<file path="config.mk">
export PLATFORM = sky130hd
export DESIGN_NAME = comp_mode_sched
export DESIGN_NICKNAME = d
export VERILOG_FILES = /design/src/rtl/comp_mode_sched.sv
export SDC_FILE = /design/constraint.sdc
export NUM_CORES = 1
export LEC_CHECK = 0
export ABC_CLOCK_PERIOD_IN_PS = 2520
export BUFFER_PORTS_ARGS = -buffer_cell sky130_fd_sc_hd__buf_2
export CAP_MARGIN = 10
export CORE_AREA = 2 2 115 117
export DETAILED_ROUTE_END_ITERATION = 10
export DIE_AREA = 0 0 117 119
export GPL_TIMING_DRIVEN = 0
export HOLD_SLACK_MARGIN = 0.02
export PLACE_DENSITY = 0.69
export SLEW_MARGIN = 5
export SYNTH_ARGS = -nofsm -noshare
export SYNTH_HDL_FRONTEND = slang
export SYNTH_SLANG_ARGS = --single-unit
</file>
<file path="constraint.sdc">
create_clock -name clk -period 2.52 [get_ports clk]
set_clock_uncertainty 0.2 [all_clocks]
set_input_delay 0.504 -clock clk [delete_from_list [all_inputs] [get_ports clk]]
set_output_delay 0.504 -clock clk [all_outputs]
set_load 0.1 [all_outputs]
</file>
<file path="src/rtl/comp_mode_sched.sv">
// ============================================================================
//  Module   : comp_mode_sched
//  Purpose  : Block-level output scheduler for the SR/ZRL/BPC compressor.
//             Waits for a size entry from all three encoders, selects the
//             winning mode, and emits a fixed BEATS-beat frame carrying the
//             winner's data followed by zero padding. Losing encoders' data
//             beats are popped and discarded to keep all FIFOs block-aligned.
//  Ports    : clk, rst_n (async, active-low)
//             sr/zrl/bpc size FIFO heads + empties, size_rd_o (pops all three)
//             sr/zrl/bpc data FIFO heads + empties, *_d_rd_o pops
//             data_o/valid_o/ready_i/sop_o/eop_o/mode_o output frame stream
//  Optional : COMP_MODE_SCHED_STATS_EN adds cnt_sr_o, cnt_zrl_o, cnt_bpc_o
//             (frames per mode) and pad_beats_o (accepted padding beats).
//  Revision : 1.0 - initial release
// ============================================================================
`default_nettype none

module comp_mode_sched #(
  parameter int DATA_W = 64,
  parameter int SIZE_W = 11,
  parameter int BEATS  = 8
) (
  input  logic              clk,
  input  logic              rst_n,
  input  logic              sr_s_data_i,
  input  logic              sr_s_empty_i,
  input  logic [SIZE_W-1:0] zrl_s_data_i,
  input  logic              zrl_s_empty_i,
  input  logic [SIZE_W-1:0] bpc_s_data_i,
  input  logic              bpc_s_empty_i,
  output logic              size_rd_o,
  input  logic [DATA_W-1:0] sr_d_data_i,
  input  logic              sr_d_empty_i,
  output logic              sr_d_rd_o,
  input  logic [DATA_W-1:0] zrl_d_data_i,
  input  logic              zrl_d_empty_i,
  output logic              zrl_d_rd_o,
  input  logic [DATA_W-1:0] bpc_d_data_i,
  input  logic              bpc_d_empty_i,
  output logic              bpc_d_rd_o,
  output logic [DATA_W-1:0] data_o,
  output logic              valid_o,
  input  logic              ready_i,
  output logic              sop_o,
  output logic              eop_o,
  output logic [1:0]        mode_o
`ifdef COMP_MODE_SCHED_STATS_EN
  ,
  output logic [31:0]       cnt_sr_o,
  output logic [31:0]       cnt_zrl_o,
  output logic [31:0]       cnt_bpc_o,
  output logic [31:0]       pad_beats_o
`endif
);

  localparam int SHIFT = $clog2(DATA_W);
  localparam int CNT_W = $clog2(BEATS + 1);
  localparam int K_W   = (BEATS > 1) ? $clog2(BEATS) : 1;
  localparam logic [31:0]      LIMIT  = 32'(BEATS * DATA_W);
  localparam logic [CNT_W-1:0] NB_MAX = CNT_W'(BEATS);
  localparam logic [K_W-1:0]   K_LAST = K_W'(BEATS - 1);

  localparam logic [1:0] MODE_SR  = 2'b01;
  localparam logic [1:0] MODE_ZRL = 2'b10;
  localparam logic [1:0] MODE_BPC = 2'b11;

  typedef enum logic [1:0] {
    IDLE = 2'd0,
    LOAD = 2'd1,
    SEND = 2'd2
  } state_t;

  state_t           state;
  logic [K_W-1:0]   k;
  logic [CNT_W-1:0] nb_zrl;
  logic [CNT_W-1:0] nb_bpc;

  // Number of DATA_W beats covering s bits, saturated at BEATS. Sizes above
  // LIMIT therefore saturate, which also covers the BPC fallback case.
  function automatic logic [CNT_W-1:0] calc_nb(input logic [SIZE_W-1:0] s);
    logic [SIZE_W:0] q;
    q = {1'b0, s >> SHIFT} + {{SIZE_W{1'b0}}, |s[SHIFT-1:0]};
    if (q >= (SIZE_W+1)'(BEATS)) return NB_MAX;
    return q[CNT_W-1:0];
  endfunction

  // Mode decision from the size FIFO heads; only consumed in LOAD.
  logic       zrl_fit;
  logic       bpc_fit;
  logic [1:0] dec_mode;

  always_comb begin
    zrl_fit  = 32'(zrl_s_data_i) <= LIMIT;
    bpc_fit  = 32'(bpc_s_data_i) <= LIMIT;
    dec_mode = MODE_BPC;
    if (!sr_s_data_i)
      dec_mode = MODE_SR;
    else if (zrl_fit && (!bpc_fit || (zrl_s_data_i <= bpc_s_data_i)))
      dec_mode = MODE_ZRL;
  end

  // Per-beat requirement: an encoder participates while k < its beat count.
  // SR always supplies a full frame of beats.
  logic [CNT_W-1:0] k_ext;
  logic             in_send;
  logic             req_zrl;
  logic             req_bpc;
  logic             req_sel;
  logic             accept;

  always_comb begin
    k_ext   = CNT_W'(k);
    in_send = (state == SEND);
    req_zrl = k_ext < nb_zrl;
    req_bpc = k_ext < nb_bpc;
    case (mode_o)
      MODE_SR:  req_sel = 1'b1;
      MODE_ZRL: req_sel = req_zrl;
      default:  req_sel = req_bpc;
    endcase
  end

  // Handshake outputs are decoded from registered state so that a FIFO going
  // empty mid-frame stalls the beat in the same cycle without a lookahead.
  assign valid_o    = in_send && !sr_d_empty_i
                      && (!req_zrl || !zrl_d_empty_i)
                      && (!req_bpc || !bpc_d_empty_i);
  assign accept     = valid_o && ready_i;
  assign sr_d_rd_o  = accept;
  assign zrl_d_rd_o = accept && req_zrl;
  assign bpc_d_rd_o = accept && req_bpc;
  assign size_rd_o  = (state == LOAD);
  assign sop_o      = valid_o && (k == '0);
  assign eop_o      = valid_o && (k == K_LAST);

  always_comb begin
    data_o = '0;
    if (valid_o && req_sel) begin
      case (mode_o)
        MODE_SR:  data_o = sr_d_data_i;
        MODE_ZRL: data_o = zrl_d_data_i;
        default:  data_o = bpc_d_data_i;
      endcase
    end
  end

  always_ff @(posedge clk or negedge rst_n) begin
    if (!rst_n) begin
      state  <= IDLE;
      k      <= '0;
      mode_o <= 2'b00;
      nb_zrl <= '0;
      nb_bpc <= '0;
    end else begin
      case (state)
        IDLE: begin
          if (!sr_s_empty_i && !zrl_s_empty_i && !bpc_s_empty_i)
            state <= LOAD;
        end
        LOAD: begin
          mode_o <= dec_mode;
          nb_zrl <= calc_nb(zrl_s_data_i);
          nb_bpc <= calc_nb(bpc_s_data_i);
          k      <= '0;
          state  <= SEND;
        end
        SEND: begin
          if (accept) begin
            if (k == K_LAST) begin
              k     <= '0;
              state <= IDLE;
            end else begin
              k <= k + 1'b1;
            end
          end
        end
        default: state <= IDLE;
      endcase
    end
  end

`ifdef COMP_MODE_SCHED_STATS_EN
  always_ff @(posedge clk or negedge rst_n) begin
    if (!rst_n) begin
      cnt_sr_o    <= '0;
      cnt_zrl_o   <= '0;
      cnt_bpc_o   <= '0;
      pad_beats_o <= '0;
    end else if (accept) begin
      if (k == K_LAST) begin
        case (mode_o)
          MODE_SR:  cnt_sr_o  <= cnt_sr_o + 32'd1;
          MODE_ZRL: cnt_zrl_o <= cnt_zrl_o + 32'd1;
          default:  cnt_bpc_o <= cnt_bpc_o + 32'd1;
        endcase
      end
      if (!req_sel)
        pad_beats_o <= pad_beats_o + 32'd1;
    end
  end
`endif

endmodule

`default_nettype wire

</file>
# Yosys cells after proc, flatten, opt, wreduce, memory -nomap -nowiden
# Cells that the tools add are included.
dict set report word_totals {
  ff_bits 15
  out_inout_bits 73
  wordCells 74
  inputBits 224
}
dict set report classes {
  n_addsub 3
  n_lt_le_gt_ge 7
  n_eq_ne 8
  n_reduce_logical 31
  mux 20
}
# operator n
set ops {}
lappend ops {{$pmux 64 s2} 1}
lappend ops {{$mux 64} 1}
lappend ops {{$le 11x10->1 const B} 2}
lappend ops {{$mux 4} 4}
lappend ops {{$add 5x1->6} 2}
lappend ops {{$ge 6x4->1 const B} 2}
lappend ops {{$logic_and 1x1->1} 12}
lappend ops {{$reduce_or 6->1} 2}
lappend ops {{$le 11x11->1} 1}
lappend ops {{$logic_not 1->1} 9}
lappend ops {{$lt 3x4->1} 2}
lappend ops {{$mux 2} 4}
lappend ops {{$mux 3} 2}
lappend ops {{$pmux 2 s3} 1}
lappend ops {{$pmux 3 s2} 1}
lappend ops {{$mux 1} 5}
lappend ops {{$eq 2x1->1 const B} 2}
lappend ops {{$eq 2x2->1 const B} 2}
lappend ops {{$ne 2x1->1 const B} 2}
lappend ops {{$add 3x1->3 const B} 1}
lappend ops {{$eq 3x3->1 const B} 1}
lappend ops {{$logic_not 3->1} 1}
lappend ops {{$logic_or 1x1->1} 3}
lappend ops {{$reduce_and 3->1} 1}
lappend ops {{5 further kinds} 5}

# Depth between registers and ports, before layout
dict set report depth {
  depth_word 8
  ltp_mapped 9
  depth_no_buf 8
}

# Worst setup path after synthesis
# No wires, ideal clock.
dict set report synth_path {
  path_kind {reg-to-output}
  from {reg mode_o[0]}
  to {out data_o[62]}
  stages_incl_launch_ff 7
  t_required_ns 1.816
  path_buffers 2
  slack_ns -2.320
  t_arrival_ns 4.136
  path_cell_list {dfrtp_1 > inv_1 > ha_1 > clkbuf_1 > clkbuf_1 > a31oi_1 > nor3_1}
}
dict set report synth_via {
  elab_chain_cells 4
  elab_cells_between_ends 6
  cone_classes {eq/ne (2); mux (3); reduce/logical (1)}
}
# item line_no
set synth_rtl {}
lappend synth_rtl {{from (decl)} 46} ;# output logic [1:0] mode_o
lappend synth_rtl {{from (signal assigned)} 161} ;# mode_o <= dec_mode;
lappend synth_rtl {{$eq 2x2->1 or $eq 2x1->1 (tied branches)} {116, 139}}
lappend synth_rtl {{$pmux 1 s2} 116} ;# case (mode_o)
lappend synth_rtl {{$logic_and 1x1->1} 138} ;# if (valid_o && req_sel) begin
lappend synth_rtl {{$mux 64 (*)} 138}
lappend synth_rtl {{to (decl)} 41} ;# output logic [DATA_W-1:0] data_o,
# Every way passes the cells marked *; elsewhere a longest branch is shown, timed or not.

# Final worst setup path
dict set report layout_path {
  from {reg k[1]}
  to {out data_o[1]}
}
dict set report layout_via {
  elab_chain_cells 7
  elab_cells_between_ends 11
  cone_classes {order compare (2); mux (2); reduce/logical (7)}
}
# item line_no
set layout_rtl {}
lappend layout_rtl {{from (decl)} 74} ;# logic [K_W-1:0] k;
lappend layout_rtl {{from (signal assigned)} 173} ;# k <= k + 1'b1;
lappend layout_rtl {{$lt 3x4->1} 114} ;# req_zrl = k_ext < nb_zrl;
lappend layout_rtl {{$logic_not 1->1} 126} ;# && (!req_zrl || !zrl_d_empty_i)
lappend layout_rtl {{$logic_or 1x1->1} 126}
lappend layout_rtl {{$logic_and 1x1->1} 126}
lappend layout_rtl {{$logic_and 1x1->1} 127} ;# && (!req_bpc || !bpc_d_empty_i);
lappend layout_rtl {{$logic_and 1x1->1 (*)} 138}
lappend layout_rtl {{$mux 64 (*)} 138}
# Marks and branches as above.

==> metrics.sh <==
FINALSETUPVIOLCOUNT=70
LAYOUT.NETS=1041
DIE_OUTLINE_HEIGHT_UM=119
SLOWEST_STAGE='sky130_fd_sc_hd__dfrtp_1'
CTS-ROOT-TO-SINK-BUFFERS=2
FRACTION_OF_SYNTHESIZED_CELL_AREA_IN_XOR_AND_XNOR_CELLS_PCT=0.598
DRV_CAP=0
AVGSYNTHCELLAREA_SQ_UM=6.48
SLEW_HEADROOM_PCT=66.1
DETAIL_ROUTE.DRC_VIOLATIONS=0
FLOORPLAN.INITIALDENSITY_PCT=22.8
SYNTH.DISTINCT_CELLS=38
HOLD_VIOLATIONS=0
FINAL_CELL_COUNT_NO_FILL=972
NETLIST.AREA_LEADER.SHARE_PCT=16.7
TIMING.REG2REG.SETUP_SLACK_NS=0.30
DIE_W_UM=117
FINALWEIGHTEDCONGESTION=0.894
CLK_LATENCY_NS=0.25
FIN_HOLD_WS_NS=0.248
CRITICALPATHCATEGORY='reg2out'
CLK_ROOT_BUFFER_CELL='sky130_fd_sc_hd__clkbuf_16'
DRT-INITIAL-DRC-COUNT=355
TOP_LAYER='met4'
REGTOREGSTARTPOINT='k[1]$_DFFE_PN0P_'
HP-CLASS='reg2reg'
MUXSHAREOFSYNTHAREA_PCT=1.02
NETLIST_AREA_SQ_UM=2930
POWER.IR.VDD_WORST_uV=480
COMBINATIONAL_FAMILY_WITH_THE_MOST_AREA_AFTER_SYNTHESIS='compound AO/OA/AOI/OAI gates'
CRITICAL_PATH.MAX_STAGE_DELAY_NS=0.43
SYNTH.AREA.TOP_CELLS='sky130_fd_sc_hd__a22oi_1 (17%), sky130_fd_sc_hd__a31oi_1 (14%), sky130_fd_sc_hd__dfrtp_1 (13%), sky130_fd_sc_hd__nor3_1 (11%), sky130_fd_sc_hd__ha_1 (10%)'
ROUTED-WL-MET2_UM=9640
MAXIMUM_NUMBER_OF_PINS_ON_ONE_NET_BEFORE_GLOBAL_ROUTE_REPAIR=16
YS.WARNINGS.COUNT=0
PERIOD_SHARE_PCT=124
POST_SYNTH_FA_HA_MAJ_AREA_FRACTION_PCT=10.2
TIMING.CRITICAL_PATH.MAX_DELAY_FAMILY='buffers and inverters'
TIGHTESTPINTRANSITION_NS=0.512
MULTIINPUTGATEAREA_SQ_UM=3710
YOSYS_REGISTER_BITS=15
IO_BUFFERS=296
CTS.SINK_COUNT=15
PRE_CTS_WS_NS=-0.713
FF_LATCH_AREA_SQ_UM=384
POSTLAYOUTCOREUTIL_PCT=63.2
SYNTHDOMINANTAREACELLTYPE='sky130_fd_sc_hd__a22oi_1'
CTS_BUFS_INSERTED=3
WIRELENGTH_MET1_UM=7240
GRT_PASS1_WL_UM=26600
VIOLATIONS='setup timing'
CRIT_ARRIVAL_NS=2.43
CP-STARTPOINT='k[1]$_DFFE_PN0P_'
CTS_TREE='built'
ACHIEVABLE-FREQUENCY_MHz=319
YS_SEQ_AREA_SHARE_PCT=12.8
RUN_STATUS='finished, violations left'
POST-DP-HPWL_UM=12700
DESIGN.PORTCOUNT=297
CRIT_CHAIN='ha_1, a21boi_4, o31ai_4, buf_6, a21o_4, buf_12, buf_8, buf_6, nor3_4, buf_12'
R2R-END='k[0]$_DFFE_PN0P_'
POWER.DENSITY_nW_PER_UM2=982
SYNTH_FP_NETS=700
SHARE_OF_THE_SYNTHESIZED_AREA_IN_COMPOUND_GATES_AO_OA_AOI_OAI_PCT=38.6
CRIT_BUF_INV=5
POSTSYNTHCELLCOUNT=452
ENDPOINT_KIND='output port'
RSZ0062_AT_GRT='yes'
FLOORPLAN.CORE_AREA_SQ_UM=12900
CLKTRANSATPATHREGS_NS=0.04
PLACEDCELLCOUNT=924
SYNTH_ASYNC_SR_FLOP_SHARE_PCT=100
POST_SYNTHESIS_SHARE_OF_CELL_AREA_SPENT_ON_AND_OR_NAND_AND_NOR_GATES_PCT=26.9
SETUP_WS_NS=-0.610
YOSYS-TOP-CELLS-COUNT='sky130_fd_sc_hd__nor2_1 (77), sky130_fd_sc_hd__nor3_1 (67), sky130_fd_sc_hd__a31oi_1 (66), sky130_fd_sc_hd__a22oi_1 (65), sky130_fd_sc_hd__clkbuf_1 (33)'
DETAILEDROUTE.FIRSTPASSITERATIONCOUNT=4
VIAS=5224
DRIVE_GT1_SHARE_PCT=66.8
SYNTH-EDFF-COUNT=0
NFILLCELLS=991
CRITPATHREQUIREDTIME_NS=1.82
OVERFLOW=0
GR-USAGE-ALL-LAYERS_PCT=24.0
SYNTH_FF_TYPE='sky130_fd_sc_hd__dfrtp_1'
SETUP.WORST_PATH.END='data_o[1]'
FLOW.AREA_GROWTH_FROM_SYNTHESIS_PCT=178
TOTAL_DIE_AREA_SQ_UM=13900
POST_DRT_VIA_CELL_RATIO=5.37
YOSYSMOSTFREQUENTCELL='sky130_fd_sc_hd__nor2_1'
FIN_CRIT_NS=3.13
LEAKAGE_nW=3.50
WL_UM=18900
CRIT_PATH_START_KIND='flip-flop'
CRITPATHMAXFANOUT=7
TIMING_MAX_TRANSITION_VIOLATIONS_FINAL=0
CRITICAL_PATH_CELL_COUNT=10
MET3_WIRE_LENGTH_UM=1390
CTS.HTREE.LEVELS=1
ANTENNA_LEFT=0
WORST_R2R_PATH_DEPTH=9
INITIAL_ANTENNA_VIOLATION_COUNT=3
CORE.ROWCOUNT=42
VIA_COUNT_OF_THE_FIRST_GLOBAL_ROUTING_PASS=4970
WIRE_PER_INST_UM=19.4
==> flip-flops by register name, summed over array words and instances, names as in the netlist <==
| signal | cells |
|---|---|
| nb_zrl | 4 |
| state | 2 |
| k | 3 |
| nb_bpc | 4 |
| mode_o | 2 |
==> metrics by stage <==
step | power, mW | setup TNS [ns] | cell area (sq um)
after detailed placement | 5.56 | -44.80 | 5920
after global placement | 5.52 | -44.78 | 5920
after CTS | 7.14 | -37.31 | 7630
after floorplan | 4.60 | -43.16 | 4220
after global routing | 8.42 | -40.56 | 8140
final | 7.99 | -35.75 | 8140
==> cell families (layout without fill, tap and decap cells) <==
kind of cell,Yosys count,in the layout
fa+ha+maj,24,24
other cells,0,4
mux,3,3
buf+inv,73,412
simple gates,174,174
compound gates,161,162
xor+xnor,2,2
flops,15,15
==> routing by layer <==
metal,vias to the layer above,GRT usage (%)
li1,2435,-
met1,2476,29.6
met2,259,42.3
met3,54,3.87
met4,0,7.28
met5,-,0
==> power breakdown <==
part / switching (mW) / leakage [nW] / internal (mW)
logic: 4.27 / 3.28 / 2.99
registers: 0.0841 / 0.184 / 0.338
clock network: 0.0928 / 0.0382 / 0.214
==> cell type report <==
type	count	area share (%)
tap	176	2.70
multi-input combinational	365	45.6
buffer	47	7.02
timing repair buffer	337	37.7
inverter	24	1.14
clock buffer	4	0.968
sequential	15	4.72
antenna	4	0.123
==> worst min path at each step <==
stage	startpoint	to	slack (ns)	cells past startpoint
2_1_floorplan	rst_n	k[0]$_DFFE_PN0P_	0.008	0
3_3_place_gp	rst_n	nb_bpc[0]$_DFFE_PN0P_	0.23	1
3_5_place_dp	rst_n	nb_bpc[0]$_DFFE_PN0P_	0.23	1
4_1_cts	state[0]$_DFFE_PN0P_	state[0]$_DFFE_PN0P_	0.25	1
5_1_grt	state[0]$_DFFE_PN0P_	state[0]$_DFFE_PN0P_	0.27	1
6_report	state[0]$_DFFE_PN0P_	state[0]$_DFFE_PN0P_	0.25	1
==> what timing repair did <==
| action | in CTS | in global routing |
|---|---|---|
| endpoints found under the setup margin | 70 | 74 |
| hold buffers | 1 | 0 |
| pin swaps | 32 | 33 |
| cloned | 5 | 7 |
| buffers inserted | 23 | 9 |
| resized for setup | 338 | 75 |
| hold endpoints to repair | 15 | 0 |
==> cell usage in the layout (no fill, tap or decap), drive strengths merged, types with 2 or more instances in the layout <==
cell / n
nand2: 10
a22o: 4
clkbuf: 39
dfrtp: 15
xor2: 2
o21ai: 5
diode: 4
and2: 2
mux2i: 3
a21o: 5
nor2: 77
o32ai: 2
or4: 2
ha: 24
a22oi: 65
inv: 24
nand3: 6
a21oi: 4
buf: 348
a31oi: 66
o21a: 2
nor3b: 2
nor3: 67
nand2b: 3
nor4: 2
Power figures use the tool's default switching activity.
